### config.mk
export PLATFORM = sky130hd
export DESIGN_NAME = sad_accum_4b
export DESIGN_NICKNAME = d
export VERILOG_FILES = /design/src/rtl/sad_accum_4b_pkg.sv /design/src/rtl/sad_block_counter.sv /design/src/rtl/sad_accum_4b.sv
export SDC_FILE = /design/constraint.sdc
export NUM_CORES = 1
export LEC_CHECK = 0
export CORE_MARGIN = 8
export CORE_UTILIZATION = 49
export DETAILED_ROUTE_END_ITERATION = 16
export PLACE_DENSITY = 0.84
export SYNTH_ARGS = -nofsm -noshare
export SYNTH_HDL_FRONTEND = slang
export SYNTH_HIERARCHICAL = 1
export SYNTH_SLANG_ARGS = --single-unit
export TNS_END_PERCENT = 20
### constraint.sdc
create_clock -name clk -period 2.75 [get_ports clk]
set_input_delay 0.4125 -clock clk [delete_from_list [all_inputs] [get_ports clk]]
set_output_delay 0.4125 -clock clk [all_outputs]
set_load 0.02 [all_outputs]
### src/rtl/sad_accum_4b_pkg.sv
// rtl/sad_accum_4b_pkg.sv - shared widths, state encoding and helpers for the SAD accumulator
//
// Purpose : common definitions imported by sad_accum_4b and sad_block_counter.
// Contents: SAD_SUM_W / SAD_DIFF_W / SAD_CNT_W widths, the two-state encoding
//           (STATE_ACCUM=0, STATE_DONE=1) and a zero-extension helper for diffs.
package sad_accum_4b_pkg;

    localparam int SAD_SUM_W       = 8;
    localparam int SAD_DIFF_W      = 4;
    localparam int SAD_CNT_W       = 5;
    localparam int SAD_MAX_SAMPLES = 16;

    typedef enum logic {
        STATE_ACCUM = 1'b0,
        STATE_DONE  = 1'b1
    } sad_state_t;

    // Diffs are unsigned, so widening to the accumulator width is a plain zero-extend.
    function automatic logic [SAD_SUM_W-1:0] sad_zext_diff(input logic [SAD_DIFF_W-1:0] i_diff);
        return {{(SAD_SUM_W-SAD_DIFF_W){1'b0}}, i_diff};
    endfunction

endpackage

### src/rtl/sad_block_counter.sv
// rtl/sad_block_counter.sv - per-block sample counter with clear, increment and last-sample flag
//
// Purpose : counts samples accepted into the current SAD block.
// Ports   : clk     - clock, rising edge
//           rst     - asynchronous active-high reset (count -> 0)
//           i_clr   - synchronous clear, wins over i_inc
//           i_inc   - increment enable
//           o_count - current count (SAD_CNT_W bits)
//           o_last  - high when o_count == NSAMPLES-1, i.e. the next sample closes the block
module sad_block_counter
    import sad_accum_4b_pkg::*;
#(
    parameter int NSAMPLES = 4
) (
    input  logic                 clk,
    input  logic                 rst,
    input  logic                 i_clr,
    input  logic                 i_inc,
    output logic [SAD_CNT_W-1:0] o_count,
    output logic                 o_last
);

    generate
        if (NSAMPLES < 1 || NSAMPLES > SAD_MAX_SAMPLES) begin : g_bad_nsamples
            $error("sad_block_counter: NSAMPLES must be in 1..16");
        end
    endgenerate

    localparam logic [SAD_CNT_W-1:0] LAST_COUNT = SAD_CNT_W'(NSAMPLES - 1);

    logic [SAD_CNT_W-1:0] r_count;
    logic [SAD_CNT_W-1:0] w_count_d;

    // Expressed as a mux chain so an X on the enables shows up as X in the count.
    assign w_count_d = i_clr ? '0 : (i_inc ? (r_count + SAD_CNT_W'(1)) : r_count);

    always_ff @(posedge clk or posedge rst) begin
        if (rst) begin
            r_count <= '0;
        end else begin
            r_count <= w_count_d;
        end
    end

    assign o_count = r_count;
    assign o_last  = (r_count == LAST_COUNT);

endmodule

### src/rtl/sad_accum_4b.sv
// rtl/sad_accum_4b.sv - sequential sum-of-absolute-differences accumulator over NSAMPLES 4-bit diffs
//
// Purpose : accepts 4-bit |a-b| samples on a val/rdy input, sums NSAMPLES of them into
//           an 8-bit block sum and presents it on a val/rdy output until accepted.
// Ports   : clk       - clock, rising edge
//           rst       - asynchronous active-high reset; drops any partial block
//           in_val    - in_diff valid
//           in_rdy    - high in ACCUM, low in DONE (state-only, no path from in_val)
//           in_diff   - unsigned 4-bit absolute difference
//           out_val   - high in DONE (state-only, no path from out_rdy)
//           out_rdy   - consumer accepts out_sum
//           out_sum   - accumulator register, valid when out_val
//           out_count - samples accepted into the current block
module sad_accum_4b
    import sad_accum_4b_pkg::*;
#(
    parameter int NSAMPLES = 4
) (
    input  logic                  clk,
    input  logic                  rst,
    input  logic                  in_val,
    output logic                  in_rdy,
    input  logic [SAD_DIFF_W-1:0] in_diff,
    output logic                  out_val,
    input  logic                  out_rdy,
    output logic [SAD_SUM_W-1:0]  out_sum,
    output logic [SAD_CNT_W-1:0]  out_count
);

    generate
        if (NSAMPLES < 1 || NSAMPLES > SAD_MAX_SAMPLES) begin : g_bad_nsamples
            $error("sad_accum_4b: NSAMPLES must be in 1..16");
        end
    endgenerate

    sad_state_t           r_state;
    sad_state_t           w_state_nxt;
    logic [SAD_SUM_W-1:0] r_sum;
    logic [SAD_SUM_W-1:0] w_sum_add;
    logic [SAD_SUM_W-1:0] w_sum_d;
    logic                 w_in_xfer;
    logic                 w_out_xfer;
    logic                 w_last;
    logic [SAD_CNT_W-1:0] w_count;

    // Transfers are qualified by state directly rather than by in_rdy/out_val so the
    // handshake terms do not loop back through the output decode below.
    assign w_in_xfer  = in_val  & (r_state == STATE_ACCUM);
    assign w_out_xfer = out_rdy & (r_state == STATE_DONE);

    always_ff @(posedge clk or posedge rst) begin
        if (rst) begin
            r_state <= STATE_ACCUM;
        end else begin
            r_state <= w_state_nxt;
        end
    end

    always_comb begin
        w_state_nxt = r_state;
        in_rdy      = 1'b0;
        out_val     = 1'b0;
        case (r_state)
            STATE_ACCUM: begin
                in_rdy = 1'b1;
                if (in_val && w_last) begin
                    w_state_nxt = STATE_DONE;
                end
            end
            STATE_DONE: begin
                out_val = 1'b1;
                if (out_rdy) begin
                    w_state_nxt = STATE_ACCUM;
                end
            end
            default: begin
                w_state_nxt = STATE_ACCUM;
            end
        endcase
    end

    sad_block_counter #(
        .NSAMPLES (NSAMPLES)
    ) u_counter (
        .clk     (clk),
        .rst     (rst),
        .i_clr   (w_out_xfer),
        .i_inc   (w_in_xfer),
        .o_count (w_count),
        .o_last  (w_last)
    );

    // 16 * 15 = 240 fits in 8 bits, so the adder carries no overflow handling.
    assign w_sum_add = r_sum + sad_zext_diff(in_diff);

    // Ternary chain rather than if/else: an X on in_val or in_diff during a
    // transfer lands in r_sum as X instead of being silently treated as "no transfer".
    assign w_sum_d = w_out_xfer ? '0 : (w_in_xfer ? w_sum_add : r_sum);

    always_ff @(posedge clk or posedge rst) begin
        if (rst) begin
            r_sum <= '0;
        end else begin
            r_sum <= w_sum_d;
        end
    end

    assign out_sum   = r_sum;
    assign out_count = w_count;

endmodule

==> results of run 1 <==
==> sequential cells by signal, indices dropped and copies added (netlist names) <==
name               flops
u_counter/o_count      5
out_sum                8
r_state                1
==> cell families (layout without fill, tap and decap cells) <==
family          after synthesis  count (layout)
compound gates               14              14
xor+xnor                      4               4
fa+ha+maj                     6               6
buf+inv                       6              30
flops                        14              14
mux                           6               6
simple gates                 21              21
==> cell usage in the layout (no fill, tap or decap) <==
| cell type | n |
|---|---|
| clkdlybuf4s50_1 | 22 |
| dfrtp_1 | 14 |
| nor2_1 | 7 |
| nand2_1 | 5 |
| a22o_1 | 5 |
| ha_1 | 5 |
| inv_1 | 4 |
| mux2i_1 | 4 |
| nor2b_1 | 3 |
| clkbuf_4 | 3 |
| xor2_1 | 2 |
| o21ai_0 | 2 |
| xnor2_1 | 2 |
| nand4_2 | 2 |
| mux2_4 | 2 |
| a211oi_1 | 1 |
| a211o_1 | 1 |
| o211ai_1 | 1 |
| nor3b_1 | 1 |
| and2_1 | 1 |
| o2111ai_1 | 1 |
| o2111ai_2 | 1 |
| fa_1 | 1 |
| buf_4 | 1 |
| nor4b_1 | 1 |
| a21bo_1 | 1 |
| nand3b_1 | 1 |
| a21oi_1 | 1 |
==> routing by layer <==
| metal | global-route usage, % | routed length [µm] | vias to the layer above |
|---|---|---|---|
| met5 | 0 | 0 | - |
| met3 | 4.72 | 99 | 0 |
| met4 | 4.12 | 0 | 0 |
| met1 | 12.3 | 743 | 294 |
| li1 | - | - | 303 |
| met2 | 16.3 | 801 | 16 |
==> per-stage QoR <==
step / area [µm²] / total power [mW] / utilization (%) / setup WS, ns
2_1_floorplan: 807 / 0.851 / - / 0.902
3_3_place_gp: 1040 / 1.11 / 68.0 / 0.519
3_5_place_dp: 1040 / 1.13 / 68.0 / 0.457
4_1_cts: 1060 / 1.25 / 69.5 / 0.752
5_1_grt: 1060 / 1.32 / 69.5 / 0.724
6_report: 1060 / 1.23 / 69.5 / 0.740
==> area by class of cell <==
class,instances,area [µm²],area share [%]
clock buffers,3,22.5,2.13
repair buffers,23,228,21.5
inverters,4,15.0,1.42
multi-input cells,51,423,40.0
well taps,16,20.0,1.89
flip-flops and latches,14,350,33.1
==> worst register-to-register path, stage by stage, from the launching register on <==
cell and delay [ns]:
dfrtp_1 0.40, ha_1 0.22, fa_1 0.43, a211o_1 0.34
o2111ai_2 0.10, xnor2_1 0.08, a22o_1 0.17
==> power groups by stage <==
stage          clock network (mW)  logic (mW)  registers (mW)
2_1_floorplan                   0       0.337           0.514
3_3_place_gp                    0       0.701           0.409
3_5_place_dp                    0       0.720           0.414
4_1_cts                     0.116       0.724           0.411
5_1_grt                     0.127       0.772           0.425
6_report                    0.109       0.715           0.410
==> how the worst max path moves through the flow <==
stage	start	endpoint	depth (start not counted)	slack, ns
floorplan	out_sum[0]	out_sum[6]	6	0.90
CTS	in_diff[0]	out_sum[6]	7	0.75
global route	in_diff[0]	out_sum[6]	7	0.72
detailed placement	in_diff[0]	out_sum[6]	7	0.46
global placement	in_diff[0]	out_sum[6]	7	0.52
finish	in_diff[0]	out_sum[6]	7	0.74
==> results by group, run 1 <==
Floorplanning
  • Die X-Extent: 56.6 µm
  • Die area: 0.00320 mm²
  • Initial Utilization: 53.0%
  • DIE HEIGHT: 56.6 µm
  • Core footprint: 0.00152 mm²
  • Io pins: 23
  • Row count: 14

Logic synthesis
  • Post-synthesis mux area share: 8.68%
  • Post-Synthesis Net Count: 85
  • Syn avg cell area: 11.4 µm²
  • Distinct cell type count after synthesis: 27
  • Dominant cells by area after synthesis: dfrtp_1 43%, ha_1 7.8%, a22o_1 5.4%, mux2i_1 5.0%, mux2_4 3.7%
  • Post-synth ARST share: 100%
  • Largest area contributor in the netlist: dfrtp_1
  • Post-Synth Adder-Cell Area: 10.2%
  • Most common library cells after synthesis: 14 x dfrtp_1, 7 x nor2_1, 5 x a22o_1, 5 x ha_1, 5 x nand2_1
  • XOR/XNOR Fraction of Synth Area: 4.34%
  • Share of the synthesized area in the top cell type: 43.4%
  • Largest family of logic cells by synthesized area: simple AND/OR/NAND/NOR gates
  • Synth Flop Type: dfrtp_1
  • Post-Syn Instances: 71
  • Simple-Gate Fraction of Synth Area: 14.7%
  • Number of synthesized flops with an enable pin: 0
  • Post-synthesis cell area: 807 µm²
  • Sequential cell area fraction in the yosys report: 43.4%
  • #FFs+latches synth: 14
  • Synth warn: 6
  • Most numerous cell in the Yosys netlist: dfrtp_1
  • Compound-Gate Fraction of Synth Area: 14.4%

Detailed routing
  • Via count: 613
  • 1st-iter DRT viols: 2
  • Via/cell ratio: 5.52
  • Routed len/inst: 14.8 µm
  • Pre-antenna DRT Iters: 4
  • Remaining DRCs: 0
  • Routed WL: 1640 µm
  • Post-route ant nets: 0

Finish
  • Layout cells sized above 1: 9.47%
  • Finished Layout Cells: 111
  • Layout fillers: 124
  • Layout area overhead: 31.2%
  • Inserted Diodes: 0
  • Layout Nets: 111

Outcome
  • Outcome: completed

Timing
  • Slew headroom: 75.6%
  • Setup violations, final: 0
  • Worst Skew: 0.00201 ns
  • Slew Limit Fails: 0
  • Fin Setup TNS: 0 ns
  • RSZ-0062 raised after global routing: no
  • Worst Max-Slew Pin Slew: 0.366 ns
  • Tcrit/Tclk final: 73.1%
  • Crit path time final: 2.01 ns
  • Final-report hold violation count: 0
  • Peak Freq: 498 MHz
  • WHS: 0.378 ns

Clock tree
  • Post-cts repair resize count: 0
  • Worst-skew pair later-pin latency: 0.26 ns
  • TritonCTS Buffers: 3
  • Clock transition at path regs: 0.08 ns
  • CTS tree: yes
  • # H-tree levels: 1
  • Root Driver: clkbuf_4
  • Post-CTS Setup Bufs: 0
  • Clk buf depth: 2
  • CTS Hold Bufs: 0
  • Clock sinks: 14

Critical path
  • Critical path arrival: 2.17 ns
  • R2R depth: 6
  • CP max stage delay: 0.43 ns
  • Critical Path Sink Type: register
  • Bufs and invs on worst path: 1
  • Worst-path cell chain: clkdlybuf4s50_1 > ha_1 > fa_1 > a211o_1 > o2111ai_2 > xnor2_1 > a22o_1
  • Reg-to-reg critical path startpoint: out_sum[0]
  • Worst R2R End: out_sum[6]
  • Worst Path Max Fanout: 2
  • Slowest CP cell: fa_1
  • Kind of critical path: in2reg
  • R2R Setup Slk: 0.90 ns
  • CP required: 2.91 ns
  • Setup crit start kind: input pin
  • Family with the most delay on the worst path: adder cells

Placement
  • Placed Cells: 108
  • DPL Wire Length: 1280 µm
  • GPL Wtd Cong: 0.786
  • Port Buffer Count: 22

Power
  • Clock power frac: 8.8%
  • Cell area power density: 1170 mW/mm²
  • Pint: 717 µW
  • Switch Pwr: 516 µW
  • Logic pwr share: 58.0%
  • Maximum VDD drop: 0.000636 V
  • Net Sw Frac: 41.8%
  • Leak pwr: 0.508 nW
  • Flop pwr share: 33.2%

GRT
  • Largest net degree at the start of global routing: 16
  • Tot GR Track Use: 10.5%
  • First-pass GRT wire length: 2730 µm
  • Vias in the first global route: 625
  • Initial antenna violation count: 0
  • Overflow left after global routing: 0

Job
  • Max-Cap Viols: 0

Hold path
  • Hold Crit Class: in2async
Power figures use the tool's default switching activity.
==> run 2, diff against run 1 <==
- CORE_UTILIZATION: 49 -> 41
- PLACE_DENSITY: 0.84 -> 0.75
- clock period: 2.75 -> 1.82 ns (I/O delays scaled with it)
==> results by group, run 2 (synthesis results as in run 1) <==
Outcome
  • Outcome: completed (unchanged)

Finish
  • Final core occ: 58.4% (was 69.5%)
  • Layout Nets: 113 (was 111)
  • Register area: 352 µm² (was 350 µm²)
  • Layout fillers: 182 (was 124)
  • Layout area overhead: 37.5% (was 31.2%)
  • Inserted Diodes: 0 (unchanged)
  • Post-route cell area: 0.00111 mm² (was 0.00106 mm²)
  • Footprint of the multi-input gates: 428 µm² (was 423 µm²)
  • Max reg flops: 8 (unchanged)
  • Commonest non-fill, non-tap cell in the layout: clkdlybuf4s50_1 (unchanged)
  • Layout cells sized above 1: 14.3% (was 9.47%)
  • Most frequent cells in the layout: 22 x clkdlybuf4s50_1, 13 x dfrtp_1, 7 x nor2_1 (was 22 x clkdlybuf4s50_1, 14 x dfrtp_1, 7 x nor2_1)

Detailed routing
  • Routed len/inst: 14.2 µm (was 14.8 µm)
  • 1st-iter DRT viols: 10 (was 2)
  • Routed WL: 1770 µm (was 1640 µm)
  • Remaining DRCs: 0 (unchanged)
  • Via/cell ratio: 5.06 (was 5.52)
  • Pre-antenna DRT Iters: 4 (unchanged)
  • Top sig layer: met4 (was met3)
  • Via count: 632 (was 613)
  • Post-route ant nets: 0 (unchanged)
  • Routed wl met2: 860 µm (was 801 µm)
  • Wl on met1: 799 µm (was 743 µm)
  • DR WL met3: 68 µm (was 99 µm)

Timing
  • Final-report hold violation count: 0 (unchanged)
  • Worst Skew: 0.00637 ns (was 0.00201 ns)
  • Tcrit/Tclk final: 94.9%
  • RSZ-0062 raised after global routing: no (unchanged)
  • Worst Max-Slew Pin Slew: 0.354 ns (was 0.366 ns)
  • Peak Freq: 579 MHz
  • Slew Limit Fails: 0 (unchanged)
  • Setup violations, final: 0 (unchanged)
  • Crit path time final: 1.73 ns
  • Slew headroom: 76.4% (was 75.6%)

Placement
  • Port Buffer Count: 22 (unchanged)
  • DPL Wire Length: 1400 µm (was 1280 µm)
  • DP Area: 0.00108 mm² (was 0.00104 mm²)
  • GPL Wtd Cong: 0.779 (was 0.786)

GRT
  • Tot GR Track Use: 11.0% (was 10.5%)
  • Largest net degree at the start of global routing: 16 (unchanged)
  • First-pass GRT wire length: 2970 µm (was 2730 µm)
  • Overflow left after global routing: 0 (unchanged)
  • Vias in the first global route: 700 (was 625)
  • Initial antenna violation count: 0 (unchanged)

Clock tree
  • Worst-skew pair later-pin latency: 0.28 ns (was 0.26 ns)
  • Clock sinks: 14 (unchanged)
  • Post-cts repair resize count: 0 (unchanged)
  • # H-tree levels: 1 (unchanged)
  • Clock transition at path regs: 0.09 ns (was 0.08 ns)
  • Post-CTS Setup Bufs: 0 (unchanged)
  • CTS Hold Bufs: 0 (unchanged)
  • TritonCTS Buffers: 3 (unchanged)
  • CTS tree: yes (unchanged)
  • Root Driver: clkbuf_4 (unchanged)
  • Clk buf depth: 2 (unchanged)

Critical path
  • Setup crit start kind: register (was input pin)
  • Setup crit start: out_sum[0] (was in_diff[0])
  • R2R Setup Slk: 0.09 ns (was 0.90 ns)
  • Worst Path Max Fanout: 3 (was 2)
  • Slowest CP cell: dfrtp_2 (was fa_1)
  • Worst R2R End: out_sum[6] (unchanged)
  • Critical path arrival: 1.90 ns (was 2.17 ns)
  • Worst-path cell chain: ha_2 > fa_2 > a211o_1 > o2111ai_2 > xnor2_1 > a22o_1 (was clkdlybuf4s50_1 > ha_1 > fa_1 > a211o_1 > o2111ai_2 > xnor2_1 > a22o_1)
  • R2R depth: 6 (unchanged)
  • Reg-to-reg critical path startpoint: out_sum[0] (unchanged)
  • Kind of critical path: reg2reg (was in2reg)
  • CP max stage delay: 0.43 ns (about the same)
  • CP required: 1.99 ns (was 2.91 ns)
  • Worst Setup EP: out_sum[6] (unchanged)
  • Critical Path Sink Type: register (unchanged)

Power
  • Switch Pwr: 805 µW (was 516 µW)
  • Clock power frac: 9.7% (was 8.8%)
  • Maximum VDD drop: 0.000803 V (was 0.000636 V)
  • Pint: 1.12 mW (was 717 µW)
  • Leak pwr: 0.520 nW (was 0.508 nW)
  • Cell area power density: 1740 mW/mm² (was 1170 mW/mm²)
  • Net Sw Frac: 41.7% (was 41.8%)
  • Flop pwr share: 32.5% (was 33.2%)
  • Logic pwr share: 57.8% (was 58.0%)

Floorplanning
  • Row count: 16 (was 14)
  • Core footprint: 0.00190 mm² (was 0.00152 mm²)
  • DIE HEIGHT: 60.4 µm (was 56.6 µm)
  • Io pins: 23 (unchanged)
  • Die area: 0.00364 mm² (was 0.00320 mm²)
  • Initial Utilization: 42.4% (was 53.0%)
  • Die X-Extent: 60.4 µm (was 56.6 µm)

Job
  • Max-Cap Viols: 0 (unchanged)

Hold path
  • Hold Crit Class: in2async (unchanged)
-- run 2: stage by stage --
stage | setup TNS (ns) | power (mW) | hold slack, ns | instances | setup WS, ns
after CTS | 0 | 1.96 | 0.217 | 125 | 0.000669
after detailed placement | -1.05 | 1.76 | 0.469 | 121 | -0.294
after global placement | -0.777 | 1.72 | 0.467 | 121 | -0.246
after global routing | 0 | 2.07 | 0.237 | 125 | 0.0109
after floorplan | 0 | 1.29 | 0.0515 | 71 | 0.0205
final | 0 | 1.93 | 0.219 | 125 | 0.0920
-- run 2: worst min-delay path by stage --
stage,cells after the start,slack (ns),end,start
2_1_floorplan,1,0.05,u_counter/o_count[0],rst
3_3_place_gp,1,0.47,out_sum[7],out_sum[7]
3_5_place_dp,1,0.47,out_sum[7],out_sum[7]
4_1_cts,2,0.22,u_counter/o_count[4],rst
5_1_grt,2,0.24,u_counter/o_count[4],rst
6_report,2,0.22,u_counter/o_count[4],rst
-- run 2: final cells by class --
class	count	share of cell area (%)
Multi-Input combinational cell	51	38.6
Sequential cell	14	31.7
Timing Repair Buffer	25	23.0
Tap cell	27	3.04
Clock buffer	4	2.37
Inverter	4	1.35
-- run 2: layer usage --
layer | vias up | GRT usage [%]
met2 | 17 | 19.5
met3 | 5 | 2.33
met4 | 0 | 7.14
li1 | 309 | -
met5 | - | 0
met1 | 301 | 11.4
-- run 2: power by group through the flow --
stage | registers, mW | logic (mW) | clock network [mW]
finish | 0.627 | 1.12 | 0.187
global route | 0.653 | 1.20 | 0.210
CTS | 0.629 | 1.13 | 0.195
detailed placement | 0.632 | 1.13 | 0
global placement | 0.625 | 1.10 | 0
floorplan | 0.779 | 0.511 | 0
-- run 2: critical path, delay by kind of cell, from the launching register on --
| kind | cells | cell delay (ns) |
|---|---|---|
| adders and majority gates | 2 | 0.53 |
| AOI/OAI and AO/OA | 3 | 0.58 |
| DFF | 1 | 0.43 |
| xor gates and xnor gates | 1 | 0.08 |
